**config.mk**
```make
export PLATFORM = sky130hd
export DESIGN_NAME = rs_div_flat
export DESIGN_NICKNAME = d
export VERILOG_FILES = /design/src/rtl/rs_div_if.sv /design/src/rtl/rs_div.sv /design/src/flat_wrapper.sv
export SDC_FILE = /design/constraint.sdc
export NUM_CORES = 1
export LEC_CHECK = 0
export BUFFER_PORTS_ARGS = -buffer_cell sky130_fd_sc_hd__buf_4
export CORE_ASPECT_RATIO = 0.9
export CORE_MARGIN = 4
export CORE_UTILIZATION = 45
export DETAILED_ROUTE_END_ITERATION = 8
export PLACE_DENSITY = 0.67
export REMOVE_ABC_BUFFERS = 1
export SKIP_CTS_REPAIR_TIMING = 1
export SYNTH_ARGS = -nofsm -noshare
export SYNTH_HDL_FRONTEND = slang
export SYNTH_SLANG_ARGS = --single-unit
```
**constraint.sdc**
```tcl
create_clock -name clk -period 2.6 [get_ports clk]
set_input_delay 0.52 -clock clk [delete_from_list [all_inputs] [get_ports clk]]
set_output_delay 0.52 -clock clk [all_outputs]
set_load 0.03 [all_outputs]
```
**src/rtl/rs_div_if.sv**
```systemverilog
// rtl/rs_div_if.sv - dispatch, CDB snoop, divider and result-broadcast bundle for rs_div
interface rs_div_if #(
    parameter int TAG_W = 4
);
    logic             flush;
    logic             disp_valid;
    logic             disp_ready;
    logic [TAG_W-1:0] disp_qj;
    logic [31:0]      disp_vj;
    logic [TAG_W-1:0] disp_qk;
    logic [31:0]      disp_vk;
    logic [TAG_W-1:0] disp_tag;
    logic             cdb_valid;
    logic [TAG_W-1:0] cdb_tag;
    logic [31:0]      cdb_data;
    logic             fu_en;
    logic [31:0]      fu_a;
    logic [31:0]      fu_b;
    logic             fu_finish;
    logic [31:0]      fu_res;
    logic             out_req;
    logic [TAG_W-1:0] out_tag;
    logic [31:0]      out_data;
    logic             out_grant;

    modport master (
        output flush, disp_valid, disp_qj, disp_vj, disp_qk, disp_vk,
        input  disp_ready, disp_tag,
        output cdb_valid, cdb_tag, cdb_data,
        input  fu_en, fu_a, fu_b,
        output fu_finish, fu_res,
        input  out_req, out_tag, out_data,
        output out_grant
    );

    modport slave (
        input  flush, disp_valid, disp_qj, disp_vj, disp_qk, disp_vk,
        output disp_ready, disp_tag,
        input  cdb_valid, cdb_tag, cdb_data,
        output fu_en, fu_a, fu_b,
        input  fu_finish, fu_res,
        output out_req, out_tag, out_data,
        input  out_grant
    );
endinterface

```
**src/rtl/rs_div.sv**
```systemverilog
// rtl/rs_div.sv - reservation station feeding a single divide unit
module rs_div #(
    parameter int N_ENT    = 2,
    parameter int TAG_W    = 4,
    parameter int BASE_TAG = 4
) (
    input  logic    clk,
    input  logic    rst_n,
    rs_div_if.slave bus
);
    localparam int IW = (N_ENT > 1) ? $clog2(N_ENT) : 1;

    typedef enum logic [1:0] {ST_FREE, ST_WAIT, ST_EXEC, ST_DONE} ent_st_t;

    ent_st_t          st_q  [N_ENT];
    ent_st_t          st_d  [N_ENT];
    logic [TAG_W-1:0] qj_q  [N_ENT];
    logic [TAG_W-1:0] qj_d  [N_ENT];
    logic [TAG_W-1:0] qk_q  [N_ENT];
    logic [TAG_W-1:0] qk_d  [N_ENT];
    logic [31:0]      vj_q  [N_ENT];
    logic [31:0]      vj_d  [N_ENT];
    logic [31:0]      vk_q  [N_ENT];
    logic [31:0]      vk_d  [N_ENT];
    logic [31:0]      res_q [N_ENT];
    logic [31:0]      res_d [N_ENT];

    // fu_busy covers the divider itself; orphan marks a divide whose owner was flushed
    logic             fu_busy_q, fu_busy_d;
    logic             orphan_q, orphan_d;
    logic             fu_en_q, fu_en_d;
    logic [31:0]      fu_a_q, fu_a_d;
    logic [31:0]      fu_b_q, fu_b_d;

    logic             free_found, rdy_found, exec_found, done_found;
    logic [IW-1:0]    free_idx, rdy_idx, exec_idx, done_idx;
    logic             cdb_hit;
    logic             byp_j, byp_k;

    // Priority finders: lowest index wins in every category
    always_comb begin
        free_found = 1'b0;
        rdy_found  = 1'b0;
        exec_found = 1'b0;
        done_found = 1'b0;
        free_idx   = '0;
        rdy_idx    = '0;
        exec_idx   = '0;
        done_idx   = '0;
        for (int i = N_ENT - 1; i >= 0; i--) begin
            if (st_q[i] == ST_FREE) begin
                free_found = 1'b1;
                free_idx   = IW'(i);
            end
            if (st_q[i] == ST_WAIT && qj_q[i] == '0 && qk_q[i] == '0) begin
                rdy_found = 1'b1;
                rdy_idx   = IW'(i);
            end
            if (st_q[i] == ST_EXEC) begin
                exec_found = 1'b1;
                exec_idx   = IW'(i);
            end
            if (st_q[i] == ST_DONE) begin
                done_found = 1'b1;
                done_idx   = IW'(i);
            end
        end
    end

    assign cdb_hit = bus.cdb_valid && (bus.cdb_tag != '0);
    assign byp_j   = cdb_hit && (bus.cdb_tag == bus.disp_qj);
    assign byp_k   = cdb_hit && (bus.cdb_tag == bus.disp_qk);

    assign bus.disp_ready = free_found;
    assign bus.disp_tag   = TAG_W'(BASE_TAG) + TAG_W'(free_idx);
    assign bus.out_req    = done_found;
    assign bus.out_tag    = done_found ? (TAG_W'(BASE_TAG) + TAG_W'(done_idx)) : '0;
    assign bus.out_data   = done_found ? res_q[done_idx] : '0;
    assign bus.fu_en      = fu_en_q;
    assign bus.fu_a       = fu_a_q;
    assign bus.fu_b       = fu_b_q;

    // Next-state: flush overrides everything; otherwise snoop, complete, issue, grant, dispatch
    always_comb begin
        fu_busy_d = fu_busy_q;
        orphan_d  = orphan_q;
        fu_en_d   = 1'b0;
        fu_a_d    = fu_a_q;
        fu_b_d    = fu_b_q;
        for (int i = 0; i < N_ENT; i++) begin
            st_d[i]  = st_q[i];
            qj_d[i]  = qj_q[i];
            qk_d[i]  = qk_q[i];
            vj_d[i]  = vj_q[i];
            vk_d[i]  = vk_q[i];
            res_d[i] = res_q[i];
        end

        if (bus.flush) begin
            for (int i = 0; i < N_ENT; i++) begin
                st_d[i] = ST_FREE;
            end
            // A divide finishing on the flush edge leaves nothing stale behind
            if (bus.fu_finish && fu_busy_q) begin
                fu_busy_d = 1'b0;
                orphan_d  = 1'b0;
            end else if (exec_found) begin
                orphan_d = 1'b1;
            end
        end else begin
            if (cdb_hit) begin
                for (int i = 0; i < N_ENT; i++) begin
                    if (st_q[i] == ST_WAIT && qj_q[i] == bus.cdb_tag) begin
                        qj_d[i] = '0;
                        vj_d[i] = bus.cdb_data;
                    end
                    if (st_q[i] == ST_WAIT && qk_q[i] == bus.cdb_tag) begin
                        qk_d[i] = '0;
                        vk_d[i] = bus.cdb_data;
                    end
                end
            end

            if (bus.fu_finish) begin
                if (orphan_q) begin
                    orphan_d  = 1'b0;
                    fu_busy_d = 1'b0;
                end else if (exec_found) begin
                    st_d[exec_idx]  = ST_DONE;
                    res_d[exec_idx] = bus.fu_res;
                    fu_busy_d       = 1'b0;
                end
            end

            // Readiness comes from registered tags, so freshly written operands wait a cycle
            if (!fu_busy_q && !orphan_q && rdy_found) begin
                st_d[rdy_idx] = ST_EXEC;
                fu_en_d       = 1'b1;
                fu_a_d        = vj_q[rdy_idx];
                fu_b_d        = vk_q[rdy_idx];
                fu_busy_d     = 1'b1;
            end

            if (bus.out_grant && done_found) begin
                st_d[done_idx] = ST_FREE;
            end

            if (bus.disp_valid && free_found) begin
                st_d[free_idx] = ST_WAIT;
                qj_d[free_idx] = byp_j ? '0 : bus.disp_qj;
                vj_d[free_idx] = byp_j ? bus.cdb_data : bus.disp_vj;
                qk_d[free_idx] = byp_k ? '0 : bus.disp_qk;
                vk_d[free_idx] = byp_k ? bus.cdb_data : bus.disp_vk;
            end
        end
    end

    // State registers with asynchronous clear
    always_ff @(posedge clk or negedge rst_n) begin
        if (!rst_n) begin
            for (int i = 0; i < N_ENT; i++) begin
                st_q[i]  <= ST_FREE;
                qj_q[i]  <= '0;
                qk_q[i]  <= '0;
                vj_q[i]  <= '0;
                vk_q[i]  <= '0;
                res_q[i] <= '0;
            end
            fu_busy_q <= 1'b0;
            orphan_q  <= 1'b0;
            fu_en_q   <= 1'b0;
            fu_a_q    <= '0;
            fu_b_q    <= '0;
        end else begin
            for (int i = 0; i < N_ENT; i++) begin
                st_q[i]  <= st_d[i];
                qj_q[i]  <= qj_d[i];
                qk_q[i]  <= qk_d[i];
                vj_q[i]  <= vj_d[i];
                vk_q[i]  <= vk_d[i];
                res_q[i] <= res_d[i];
            end
            fu_busy_q <= fu_busy_d;
            orphan_q  <= orphan_d;
            fu_en_q   <= fu_en_d;
            fu_a_q    <= fu_a_d;
            fu_b_q    <= fu_b_d;
        end
    end
endmodule
```
**src/flat_wrapper.sv**
```systemverilog
// flat-port wrapper written by rule: the top's interface ports become plain ports
module rs_div_flat 
#(
    parameter int N_ENT    = 2,
    parameter int TAG_W    = 4,
    parameter int BASE_TAG = 4
)
  (clk, rst_n, bus_flush, bus_disp_valid, bus_disp_qj, bus_disp_vj, bus_disp_qk, bus_disp_vk, bus_disp_ready, bus_disp_tag, bus_cdb_valid, bus_cdb_tag, bus_cdb_data, bus_fu_en, bus_fu_a, bus_fu_b, bus_fu_finish, bus_fu_res, bus_out_req, bus_out_tag, bus_out_data, bus_out_grant);
  rs_div_if #(.TAG_W(TAG_W)) bus_i ();
  input  logic clk;
  input  logic rst_n;
  input wire logic [$bits(bus_i.flush)-1:0] bus_flush;
  input wire logic [$bits(bus_i.disp_valid)-1:0] bus_disp_valid;
  input wire logic [$bits(bus_i.disp_qj)-1:0] bus_disp_qj;
  input wire logic [$bits(bus_i.disp_vj)-1:0] bus_disp_vj;
  input wire logic [$bits(bus_i.disp_qk)-1:0] bus_disp_qk;
  input wire logic [$bits(bus_i.disp_vk)-1:0] bus_disp_vk;
  output wire logic [$bits(bus_i.disp_ready)-1:0] bus_disp_ready;
  output wire logic [$bits(bus_i.disp_tag)-1:0] bus_disp_tag;
  input wire logic [$bits(bus_i.cdb_valid)-1:0] bus_cdb_valid;
  input wire logic [$bits(bus_i.cdb_tag)-1:0] bus_cdb_tag;
  input wire logic [$bits(bus_i.cdb_data)-1:0] bus_cdb_data;
  output wire logic [$bits(bus_i.fu_en)-1:0] bus_fu_en;
  output wire logic [$bits(bus_i.fu_a)-1:0] bus_fu_a;
  output wire logic [$bits(bus_i.fu_b)-1:0] bus_fu_b;
  input wire logic [$bits(bus_i.fu_finish)-1:0] bus_fu_finish;
  input wire logic [$bits(bus_i.fu_res)-1:0] bus_fu_res;
  output wire logic [$bits(bus_i.out_req)-1:0] bus_out_req;
  output wire logic [$bits(bus_i.out_tag)-1:0] bus_out_tag;
  output wire logic [$bits(bus_i.out_data)-1:0] bus_out_data;
  input wire logic [$bits(bus_i.out_grant)-1:0] bus_out_grant;
  assign bus_i.flush = bus_flush;
  assign bus_i.disp_valid = bus_disp_valid;
  assign bus_i.disp_qj = bus_disp_qj;
  assign bus_i.disp_vj = bus_disp_vj;
  assign bus_i.disp_qk = bus_disp_qk;
  assign bus_i.disp_vk = bus_disp_vk;
  assign bus_disp_ready = bus_i.disp_ready;
  assign bus_disp_tag = bus_i.disp_tag;
  assign bus_i.cdb_valid = bus_cdb_valid;
  assign bus_i.cdb_tag = bus_cdb_tag;
  assign bus_i.cdb_data = bus_cdb_data;
  assign bus_fu_en = bus_i.fu_en;
  assign bus_fu_a = bus_i.fu_a;
  assign bus_fu_b = bus_i.fu_b;
  assign bus_i.fu_finish = bus_fu_finish;
  assign bus_i.fu_res = bus_fu_res;
  assign bus_out_req = bus_i.out_req;
  assign bus_out_tag = bus_i.out_tag;
  assign bus_out_data = bus_i.out_data;
  assign bus_i.out_grant = bus_out_grant;
  rs_div #(.N_ENT(N_ENT), .TAG_W(TAG_W), .BASE_TAG(BASE_TAG)) u_core (.clk(clk), .rst_n(rst_n), .bus(bus_i));
endmodule
```
==> run summary, run 1 <==
TritonCTS buffer count -> 30
Finished Layout Cells -> 1,859
placed cell count -> 1,801
Hold Fails Final Rpt -> 0
wire per inst -> 22.2 um
clk_skew -> 9.05 ps
initial antenna violation count -> 1
Tmin final -> 2490 ps
DRC Markers -> 0
synthesis-stage register bit count -> 279
final setup fails -> 0
Pre-Repair DR Iteration Count -> 7
Place WS -> -23.4 ps
CP required -> 2080 ps
Max Freq -> 401 MHz
hold crit path type -> input pin to register
routing usage on met1 -> 36.8%
fin area -> 16,400 um^2
Seq/Total Area, Yosys -> 54.6%
largest net degree at the start of global routing -> 66
peak supply drop -> 0.507 mV
GRT Overall Usage -> 25.7%
vias per cell -> 6.01
Core Region -> 28,000 um^2
Static Leak -> 7.90 nW
final core utilization -> 58.7%
clk sink count -> 279
antenna-violating nets left -> 0
via count -> 11,169
grt ovf -> 0
CTS Root Cell -> clkbuf_16
pwr dens -> 952 nW/um^2
Worst Path Arrival -> 1970 ps
Post-Syn Area -> 12,800 um^2
maxcap violations -> 0
clock buffer depth -> 3
clk_lat worst skew -> 550 ps
Ys Warns -> 0
total wire length -> 41,300 um
# H-tree levels -> 1
Gate Count Post-Synth -> 1,239
# port buffers -> 248
routing usage on met2 -> 40.4%
slowest CP cell -> dfrtp_2
Avg Synthesized Cell Area -> 10.3 um^2
die area -> 31,200 um^2
slack of the critical path -> 106 ps
Die H -> 168 um
Final nets -> 1,622
RD Place Congestion -> 0.868
hpwl dp -> 27,300 um
crit path cell chain -> and2_1 -> nor2_4 -> clkbuf_16 -> a22o_1 -> buf_4
FILL cells -> 2,416
FP Rows -> 58
DP Area -> 15,400 um^2
fin crit share -> 95.9%
Worst Setup End Kind -> output pin
Max FO, Critical Path -> 16
cell family with the largest share of critical-path delay -> flip-flops
Die Wd -> 186 um
Crit path largest cell delay -> 460 ps
first-pass GRT wire length -> 64,100 um
CP Launch Type -> register
number of synthesized flops with an enable pin -> 0
clock slew seen by the registers of the worst setup and hold paths -> 60 ps
Area growth, synth to finish -> 28.5%
CP Class -> register to output pin
outcome -> finished, final reports clean
unrepaired setup endpoints after global routing -> false
I/O Pins -> 254
most frequent cells in the layout -> buf_4, dfrtp_1, a21oi_1, inv_1, nor2_1
commonest non-fill, non-tap cell in the layout -> buf_4
Pins Over Slew Limit -> 0
Most used DFF post-synth -> dfrtp_1
Worst slew margin -> 20.7%
initial core utilization -> 45.7%
slew at the pin closest to its max-slew limit -> 1180 ps
CP bufs+invs -> 2
CTS tree -> built
vias in the first global route -> 11,313
grt met3 use -> 4.36%
share of layout cells above drive strength 1 -> 29.7%
DR iter-0 viols -> 1,193
Async SR Flop Fraction -> 100%
synth unique cells -> 52
global route hottest layer -> met2
setup_tns -> 0 ps
[synthesized netlist by cell type, types with 2 or more instances]
cell type	number	area, um^2
dfrtp_1	279	6980
a21oi_1	130	651
inv_1	110	413
nor2_1	108	405
o22ai_1	64	400
mux2_2	63	709
nand2_1	62	233
clkbuf_1	59	221
a22o_1	44	385
nor3_1	37	185
buf_2	32	160
o32ai_1	31	272
a211oi_1	30	225
a222oi_1	28	280
o221ai_1	24	210
xnor2_1	19	166
a221o_1	12	120
and3_1	11	68.8
buf_1	9	33.8
nor2b_1	8	50.1
buf_4	7	52.6
nand3_1	7	35.0
nor4_1	5	31.3
xor2_1	5	43.8
a32o_1	4	40.0
nand2b_1	4	25.0
nand4_1	4	25.0
o21ai_0	4	20.0
or2_2	4	25.0
a21o_1	3	22.5
and2_1	3	18.8
o211ai_1	3	22.5
o31ai_1	3	22.5
conb_1	2	7.51
mux2i_1	2	20.0
nor2_2	2	12.5
o41ai_1	2	17.5
[per-stage QoR]
| stage | power (mW) | hold slack (ps) |
|---|---|---|
| 5_1_grt | 16.4 | 191 |
| 3_5_place_dp | 11.4 | 473 |
| 3_3_place_gp | 11.2 | 469 |
| 6_report | 15.6 | 193 |
| 2_1_floorplan | 9.40 | 224 |
| 4_1_cts | 15.7 | -74.9 |
[path summary, 6_finish.rpt]
| check | start | end | slack (ps) | cells after the start |
|---|---|---|---|---|
| max | u_core.st_q[2]$_DFF_PN0_ | bus_out_data[24] | 110 | 5 |
| max reg2reg | u_core.st_q[3]$_DFF_PN0_ | u_core.vk_q[39]$_DFFE_PN0N_ | 200 | 4 |
| min reg2reg | u_core.vk_q[33]$_DFFE_PN0N_ | u_core.vk_q[33]$_DFFE_PN0N_ | 490 | 2 |
| max in group asynchronous | rst_n | u_core.res_q[24]$_DFFE_PN0P_ | 1210 | 4 |
| min | bus_disp_valid | u_core.st_q[3]$_DFF_PN0_ | 190 | 2 |
| min in group asynchronous | rst_n | u_core.bus.fu_b[31]$_DFFE_PN0P_ | 510 | 2 |
[where the power goes]
group | total [mW] | switching [mW] | internal, mW
registers | 6.72 | 0.921 | 5.80
clock network | 4.34 | 1.79 | 2.55
logic | 4.59 | 2.59 | 2.00
total | 15.6 | 5.30 | 10.3
[sequential cells by signal, indices dropped and copies added, names as in the netlist]
register and cells:
u_core.bus.fu_en 1, u_core.qk_q 8, u_core.vk_q 64, u_core.bus.fu_b 32
u_core.bus.fu_a 32, u_core.qj_q 8, u_core.vj_q 64, u_core.fu_busy_q 1
u_core.st_q 4, u_core.orphan_q 1, u_core.res_q 64
[cell type report]
class	count	area (um^2)	area share, %
Multi-Input combinational cell	746	5030	30.6
Timing Repair Buffer	308	2550	15.5
Tap cell	360	450	2.74
Clock buffer	42	877	5.34
Inverter	110	413	2.51
Clock inverter	13	129	0.784
Antenna cell	1	2.50	0.0152
Sequential cell	279	6980	42.5
[per-layer routing]
metal	part of all wire, %	wire (um)
met4	3.1	1280
met3	8.1	3370
met2	47	19400
met5	0	0
met1	42	17300
[kinds of logic after synthesis]
| group | Yosys count | synth area share (%) |
|---|---|---|
| AOI/OAI and AO/OA | 390 | 21.8 |
| other | 2 | 0.0587 |
| and+or+nand+nor | 261 | 9.27 |
| DFF | 279 | 54.6 |
| buffers and inverters | 217 | 6.89 |
| xor gates and xnor gates | 24 | 1.64 |
| muxes | 66 | 5.79 |
(Power assumes the default switching activity.)
==> run 2, diff against run 1 <==
--- a/config.mk
+++ b/config.mk
@@ -5,12 +5,13 @@
 export SDC_FILE = /design/constraint.sdc
 export NUM_CORES = 1
 export LEC_CHECK = 0
+export ABC_AREA = 1
 export BUFFER_PORTS_ARGS = -buffer_cell sky130_fd_sc_hd__buf_4
 export CORE_ASPECT_RATIO = 0.9
 export CORE_MARGIN = 4
 export CORE_UTILIZATION = 45
 export DETAILED_ROUTE_END_ITERATION = 8
-export PLACE_DENSITY = 0.67
+export PLACE_DENSITY = 0.66
 export REMOVE_ABC_BUFFERS = 1
 export SKIP_CTS_REPAIR_TIMING = 1
 export SYNTH_ARGS = -nofsm -noshare
==> run summary, run 2 <==
fin crit share -> 95.5%
crit path cell chain -> nand2_1 -> clkinv_1 -> nor2_2 -> buf_12 -> a22o_1 -> buf_4
total wire length -> 56,600 um
Setup crit start -> u_core.st_q[2]$_DFF_PN0_
Avg Synthesized Cell Area -> 6.92 um^2
r2r endpoint -> u_core.vk_q[27]$_DFFE_PN0N_
FILL cells -> 3,426
Area growth, synth to finish -> 21.4%
Final nets -> 2,678
synth unique cells -> 38
Worst Path Arrival -> 1960 ps
# port buffers -> 248
DP Area -> 18,500 um^2
NetSw -> 5.02 mW
Power Internal -> 9.54 mW
synthesis-stage register bit count -> 279
fin area -> 19,700 um^2
Pins Over Slew Limit -> 0
top flop regs -> u_core.res_q (64), u_core.vj_q (64), u_core.vk_q (64)
unrepaired setup endpoints after global routing -> false
CTS Root Cell -> clkbuf_16
I/O Pins -> 254
CP endpoint -> bus_out_data[20]
outcome -> finished, final reports clean
Reg2Reg Depth -> 9
Total Power -> 14.6 mW
# diodes -> 0
CP Class -> register to output pin
vias per cell -> 5.45
Pre-Repair DR Iteration Count -> 8
Commonest cells post-synth -> nand2_1, nand3_1, dfrtp_1, nor2_1, inv_1
Die H -> 188 um
Yosys top cell area share -> 43.1%
Hold Fails Final Rpt -> 0
grt ovf -> 0
Async SR Flop Fraction -> 100%
clk_skew -> 21.0 ps
Gate Count Post-Synth -> 2,342
FP Rows -> 65
slowest CP cell -> dfrtp_1
largest net degree at the start of global routing -> 74
count leader, synth -> nand2_1
Reg power frac -> 40.4%
TritonCTS buffer count -> 34
first-pass GRT wire length -> 90,000 um
Static Leak -> 10.6 nW
via count -> 16,480
Max FO, Critical Path -> 33
Most used DFF post-synth -> dfrtp_1
clk sink count -> 279
Worst Setup End Kind -> output pin
Post-Syn Area -> 16,200 um^2
clock share of power -> 32.7%
Synth area leader -> dfrtp_1
number of synthesized flops with an enable pin -> 0
Max Freq -> 403 MHz
Worst slew margin -> 36.8%
Finished Layout Cells -> 3,023
initial antenna violation count -> 0
Area contributors post-synth -> dfrtp_1, nand2_1, nand3_1
final setup fails -> 0
DR iter-0 viols -> 1,385
hold slack -> 284 ps
CP Launch Type -> register
clock buffer depth -> 3
Ys Warns -> 0
hold crit path type -> input pin to register
wire per inst -> 18.7 um
clock slew seen by the registers of the worst setup and hold paths -> 60 ps
hpwl dp -> 35,200 um
Sw Share -> 34.5%
most frequent cells in the layout -> nand2_1, nand3_1, buf_4, dfrtp_1, nor2_1
slew at the pin closest to its max-slew limit -> 948 ps
clk_lat worst skew -> 530 ps
commonest non-fill, non-tap cell in the layout -> nand2_1
Core Region -> 35,300 um^2
final core utilization -> 55.8%
share of layout cells above drive strength 1 -> 19.6%
CP required -> 2080 ps
initial core utilization -> 45.9%
RD Place Congestion -> 0.868
Crit path largest cell delay -> 420 ps
die area -> 39,100 um^2
pwr dens -> 740 nW/um^2
peak supply drop -> 0.512 mV
worst reg-to-reg setup slack -> 530 ps
vias in the first global route -> 16,304
placed cell count -> 2,963
antenna-violating nets left -> 0
Die Wd -> 208 um
CTS tree -> built
Hold Crit Depth -> 3
worst r2r src -> u_core.st_q[1]$_DFF_PN0_
Seq/Total Area, Yosys -> 43.1%
Logic pwr share -> 27.0%
Tmin final -> 2480 ps
maxcap violations -> 0
# H-tree levels -> 2
GRT Overall Usage -> 28.3%
DRC Markers -> 0
-- run 2: worst min path at each step --
stage / slack, ps / from / to
global placement: 460 / u_core.bus.fu_a[19]$_DFFE_PN0P_ / u_core.bus.fu_a[19]$_DFFE_PN0P_
detailed placement: 470 / u_core.bus.fu_a[29]$_DFFE_PN0P_ / u_core.bus.fu_a[29]$_DFFE_PN0P_
CTS: -40 / rst_n / u_core.bus.fu_b[1]$_DFFE_PN0P_
floorplan: 220 / rst_n / u_core.bus.fu_a[0]$_DFFE_PN0P_
finish: 280 / bus_fu_res[31] / u_core.res_q[63]$_DFFE_PN0P_
global route: 270 / bus_fu_res[18] / u_core.res_q[18]$_DFFE_PN0P_
-- run 2: cell families after synthesis --
kind of cell           Yosys count  share of synthesized area (%)
AND/OR/NAND/NOR               1550                           40.9
other                            2                         0.0463
flip-flops                     279                           43.1
XOR/XNOR                         1                         0.0541
AO/OA/AOI/OAI                  197                           7.41
buffers and inverters          313                           8.45
-- run 2: area by class of cell --
type / count / area [um^2] / share of cell area, %
Clock buffer: 52 / 1070 / 5.45
Clock inverter: 7 / 43.8 / 0.223
Inverter: 160 / 601 / 3.05
Multi-Input combinational cell: 1753 / 7940 / 40.3
Sequential cell: 279 / 6980 / 35.5
Tap cell: 469 / 587 / 2.98
Timing Repair Buffer: 303 / 2460 / 12.5
-- run 2: power by group through the flow --
stage                     Sequential [mW]  Combinational [mW]  Clock (mW)
after global placement               5.89                3.85           0
after CTS                            5.86                3.93        4.84
after detailed placement             5.92                3.91           0
after global routing                 5.98                4.37        5.02
after floorplan                      6.28                1.91           0
final                                5.88                3.93        4.75
-- run 2: critical path, delay by kind of cell, from the launching register on --
kind | cells | cell delay (ps)
AO/OA/AOI/OAI | 1 | 220
AND/OR/NAND/NOR | 2 | 290
buffers and inverters | 3 | 510
flip-flops | 1 | 420
-- run 2: routing by layer --
layer  track usage (%)  wire length [um]
met1              37.2             23100
met2              45.8             25800
met3              7.81              6180
met4              8.51              1470
met5                 0                 0
-- run 2: per-stage QoR --
step | setup WS, ps | setup TNS, ps
final | 116 | 0
after global routing | 37.3 | 0
after CTS | -17.3 | -33.6
after detailed placement | 429 | 0
after global placement | 490 | 0
after floorplan | -1960 | -231900
